### src/rtl/serdes_8b10b_rx_byte_align.sv
// serdes_8b10b_rx_byte_align: rotates RX words so the comma K-character lands in lane 0,
// with a hunt/check/lock qualifier that has hysteresis on both lock and unlock.
module serdes_8b10b_rx_byte_align #(
  parameter int         LANES      = 8,
  parameter logic [7:0] COMMA      = 8'hBC,
  parameter int         LOCK_CNT   = 4,
  parameter int         UNLOCK_CNT = 3,
  localparam int        OW         = $clog2(LANES)
) (
  input  logic               I_rx_clk,
  input  logic               I_rst_n,
  input  logic [LANES*8-1:0] I_rx_data,
  input  logic [LANES-1:0]   I_rx_k_ctrl,
  input  logic               I_realign,
  output logic [LANES*8-1:0] O_rx_data,
  output logic [LANES-1:0]   O_rx_k_ctrl,
  output logic               O_rx_valid,
  output logic               O_lock,
  output logic [OW-1:0]      O_offset
);
  typedef enum logic [1:0] {HUNT, CHECK, LOCK} state_t;
  localparam logic [3:0] LC = 4'(LOCK_CNT);
  localparam logic [3:0] UC = 4'(UNLOCK_CNT);
  logic [LANES*8-1:0] d1, d2, sh_d;
  logic [LANES-1:0] k1, k2, sh_k;
  logic [LANES*16-1:0] dcat;
  logic [LANES*2-1:0] kcat;
  state_t state, state_nx;
  logic [OW-1:0] cand, cand_nx, sel, sel_nx, off;
  logic [3:0] cnt, cnt_nx, miss, miss_nx;
  logic comma;
  always_comb begin
    comma = 1'b0;
    off = '0;
    for (int i = 0; i < LANES; i++)
      if ($onehot(k1) && k1[i] && d1[8*i +: 8] == COMMA) begin
        comma = 1'b1;
        off = OW'(i);
      end
  end
  // d2 is the older word, so the byte window starting at sel straddles into d1
  assign dcat = {d1, d2};
  assign kcat = {k1, k2};
  always_comb begin
    sh_d = '0;
    sh_k = '0;
    for (int i = 0; i < LANES; i++) begin
      sh_d[8*i +: 8] = dcat[8*(i + int'(sel)) +: 8];
      sh_k[i] = kcat[i + int'(sel)];
    end
  end
  always_comb begin
    state_nx = state;
    cand_nx = cand;
    cnt_nx = cnt;
    miss_nx = miss;
    sel_nx = sel;
    if (I_realign) begin
      state_nx = HUNT;
      cnt_nx = '0;
      miss_nx = '0;
    end else if (comma && state == LOCK) begin
      miss_nx = (off == sel) ? '0 : miss + 4'd1;
      if (off != sel && miss + 4'd1 == UC) begin
        state_nx = HUNT;
        cnt_nx = '0;
        miss_nx = '0;
      end
    end else if (comma) begin
      cand_nx = off;
      cnt_nx = (state == CHECK && off == cand) ? cnt + 4'd1 : 4'd1;
      state_nx = (cnt_nx == LC) ? LOCK : CHECK;
      if (cnt_nx == LC) begin
        sel_nx = off;
        miss_nx = '0;
      end
    end
  end
  always_ff @(posedge I_rx_clk or negedge I_rst_n)
    if (!I_rst_n) begin
      d1 <= '0;
      d2 <= '0;
      k1 <= '0;
      k2 <= '0;
      O_rx_data <= '0;
      O_rx_k_ctrl <= '0;
      O_rx_valid <= 1'b0;
      state <= HUNT;
      cand <= '0;
      cnt <= '0;
      miss <= '0;
      sel <= '0;
    end else begin
      d1 <= I_rx_data;
      d2 <= d1;
      k1 <= I_rx_k_ctrl;
      k2 <= k1;
      O_rx_data <= sh_d;
      O_rx_k_ctrl <= sh_k;
      O_rx_valid <= O_lock;
      state <= state_nx;
      cand <= cand_nx;
      cnt <= cnt_nx;
      miss <= miss_nx;
      sel <= sel_nx;
    end
  assign O_lock = state == LOCK;
  assign O_offset = sel;
endmodule

### config.mk
export PLATFORM = sky130hd
export DESIGN_NAME = serdes_8b10b_rx_byte_align
export DESIGN_NICKNAME = d
export VERILOG_FILES = /design/src/rtl/serdes_8b10b_rx_byte_align.sv
export SDC_FILE = /design/constraint.sdc
export NUM_CORES = 1
export LEC_CHECK = 0
export CAP_MARGIN = 40
export CORE_ASPECT_RATIO = 0.7
export CORE_MARGIN = 1
export CORE_UTILIZATION = 55
export DETAILED_ROUTE_END_ITERATION = 10
export PLACE_DENSITY_LB_ADDON = 0.05
export SLEW_MARGIN = 20
export SYNTH_ARGS = -nofsm -noshare
export SYNTH_HDL_FRONTEND = slang
export SYNTH_SLANG_ARGS = --single-unit
### constraint.sdc
create_clock -name I_rx_clk -period 7.5 [get_ports I_rx_clk]
set_input_delay 1.5 -clock I_rx_clk [delete_from_list [all_inputs] [get_ports I_rx_clk]]
set_output_delay 1.5 -clock I_rx_clk [all_outputs]
set_load 0.1 [all_outputs]
==> results.tsv <==
metric	value	unit
worst-margin pin slew	0.840	ns
Design Area, Final	14100	um2
post-synthesis register bit count	233	
Tot GR Track Use	30.8	%
Placed Instances	1290	
Root Driver	clkbuf_16	
worst setup path start	k1[0]$_DFF_PN0_	
Net Sw Frac	28.0	%
CTS Sinks	233	
Syn Std Cell Area	10500	um2
Mapped Cells	866	
pwr dens	207	nW/um2
worst-path cell chain	inv_1 > fa_1 > fa_1 > fa_1 > inv_1 > ha_1 > inv_1 > fa_1 > and4b_2 > a21oi_2 > nor3_2 > a221oi_4 > xnor2_1 > nor4_4 > nand3_4 > mux2_4	
initial antenna violation count	1	
asr flop ratio synth	100	%
internal power	2.10	mW
sequential power share	47.1	%
reg2reg start	k1[0]$_DFF_PN0_	
total die area	19700	um2
depth of the CTS H-tree	1	
DR vias	7915	
Die Wd	167	um
Clk pwr share	36.9	%
worst path required time	7.90	ns
leakage power	5.87	nW
Hold Vio Cnt, Final	0	
final setup margin	2.52	ns
clk buf depth	3	
Core Util, Final	76.6	%
max incr delay on CP	0.59	ns
Mapped Avg Cell Area	12.1	um2
CTS Buf Count	23	
Setup Buffers After CTS	0	
Final ANT Viol Nets	0	
DR pass1 iterations	5	
Final Net Count	1172	
GP Congestion	0.887	
crit path DAT	5.38	ns
crit-path most repeated cell	fa_1	
Peak Freq	0.201	GHz
setup TNS	0	ns
Residual DRC	0	
EDFF count, synth	0	
Worst path slowest cell	fa_1	
Routed WL	29.2	mm
status	complete, no violations	
top-level port count	152	
Max Slew Vio Count	0	
element type at the critical path end	flop	
fin crit period	4.98	ns
# port buffers	151	
share of the synthesized area in the top cell type	55.5	%
Worst Hold Class	flop to flop	
fin cells	1331	
DPL Wire Length	21.5	mm
slew margin rel.	44.0	%
Synth Net Count	958	
Max VDD drop	163	uV
WS Path Type	flop to flop	
Psw	0.815	mW
Routed WL per cell	21.9	um
CP max FO	7	
Commonest cells post-synth	dfrtp_1 (233), nand2_1 (145), mux2i_1 (75)	
register area share after synthesis	55.5	%
core area	18400	um2
dpl ws	2.57	ns
vias in the first global route	7711	
ys flop type	dfrtp_1	
Starting Density	57.2	%
synth warn	0	
HP Start	d1[62]$_DFF_PN0_	
synth unique cells	70	
Startpoint Class	flop	
Die Y	118	um
cts repair resizes	0	
Clock Latency Late Sink	0.51	ns
Finish-stage setup viols	0	
drt initial violations	875	
largest area contributor in the netlist	dfrtp_1	
CTS tree	built	
total of max-cap violations	0	
layout overhead on the synthesized area	34.0	%
RSZ-0062 raised after global routing	no	
hold_buf cts	0	
Clock Pin Slew Worst Setup and Hold Paths	0.07	ns
GRT overflow	0	
skew final	0.0175	ns
dpl cell area	13400	um2
total power	2.91	mW
Synth area leaders	dfrtp_1 (56%), mux4_2 (7.7%), mux2i_1 (7.2%)	
Diodes inserted	0	
Rows	41	
ratio of cells with drive above 1 in the final layout	21.4	%
Hold Slack	0.379	ns
top-count cell post-synth	dfrtp_1	
Logic pwr share	15.9	%
via-per-instance ratio	5.95	
largest net degree at the start of global routing	114	
first-pass GRT wire length	45.8	mm
final period utilization	66.4	%
[placed cells by master, fill, tap and decap left out, drive strengths merged, types with 2 or more instances in the layout]
master,netlist,routed
a211o,2,2
o22ai,2,2
nand2b,7,7
or4,6,6
a211oi,2,2
xor2,4,4
clkbuf,34,30
nand3b,7,7
nor3,6,6
xnor2,7,7
nand4,3,3
clkinv,0,6
a31o,8,8
mux4,36,36
nand4b,3,3
dfrtp,233,233
o32ai,2,2
or2,9,9
clkinvlp,0,3
a21oi,46,46
inv,24,25
nor4,5,5
clkdlybuf4s50,0,150
o41ai,2,2
mux2i,75,75
mux2,28,28
nor2,22,22
nand3,32,32
nand2,145,145
fa,4,4
o221ai,2,2
nor2b,5,5
ha,13,13
buf,15,88
o21ai,60,60
or3,3,3
[worst max-delay path, delay by kind of cell, from the launching register on]
family          cells  cell delay [ns]
fa+ha+maj           5             2.15
simple gates        4             0.93
compound gates      2             0.63
flops               1             0.46
mux                 1             0.34
buf+inv             3             0.23
xor+xnor            1             0.15
[cell type report]
| type | instances | area, um2 |
|---|---|---|
| clock buffer | 30 | 632 |
| timing repair buffer | 238 | 2790 |
| sequential | 233 | 5840 |
| multi-input combinational | 560 | 4350 |
| inverter | 24 | 90.1 |
| tap | 236 | 295 |
| fill | 1088 | 4300 |
| clock inverter | 10 | 65.1 |
[path summary, 6_finish.rpt]
check	to	slack (ns)	cells after the start
min reg2reg	d2[62]$_DFF_PN0_	0.38	0
max	O_offset[1]$_DFFE_PN0P_	2.52	16
max in group asynchronous	d1[44]$_DFF_PN0_	5.25	3
min	d2[62]$_DFF_PN0_	0.38	0
min in group asynchronous	O_rx_data[46]$_DFF_PN0_	1.05	1
max reg2reg	O_offset[1]$_DFFE_PN0P_	2.52	16
[power by group through the flow]
stage               sequential, mW  clock, mW  combinational, mW
finish                        1.37       1.08              0.464
global route                  1.38       1.15              0.489
CTS                           1.37       1.09              0.463
detailed placement            1.39          0              0.461
global placement              1.39          0              0.383
floorplan                     1.52          0              0.104
[cell families (layout without fill, tap and decap cells)]
group / count (synthesis) / after routing / synth area share (%)
multiplexers: 139 / 139 / 17.9
buffers and inverters: 73 / 302 / 3.02
XOR/XNOR: 11 / 11 / 0.989
adder cells (fa/ha/maj): 17 / 17 / 2.31
flip-flops: 233 / 233 / 55.5
AND/OR/NAND/NOR: 259 / 259 / 12.4
AO/OA/AOI/OAI: 134 / 134 / 7.80
[flip-flops by register name (all words and copies together), names as in the netlist]
signal,count
O_offset,3
O_rx_data,64
O_rx_k_ctrl,8
O_rx_valid,1
cand,3
cnt,4
d1,64
d2,64
k1,8
k2,8
miss,4
state,2
[layer usage]
metal	wire, um	GRT usage, %	vias to the layer above
met5	0	0	-
met4	640	7.47	0
met3	3490	9.85	47
met2	11700	40.2	531
met1	13300	49.3	3861
li1	-	-	3476
Power figures use the tool's default switching activity.
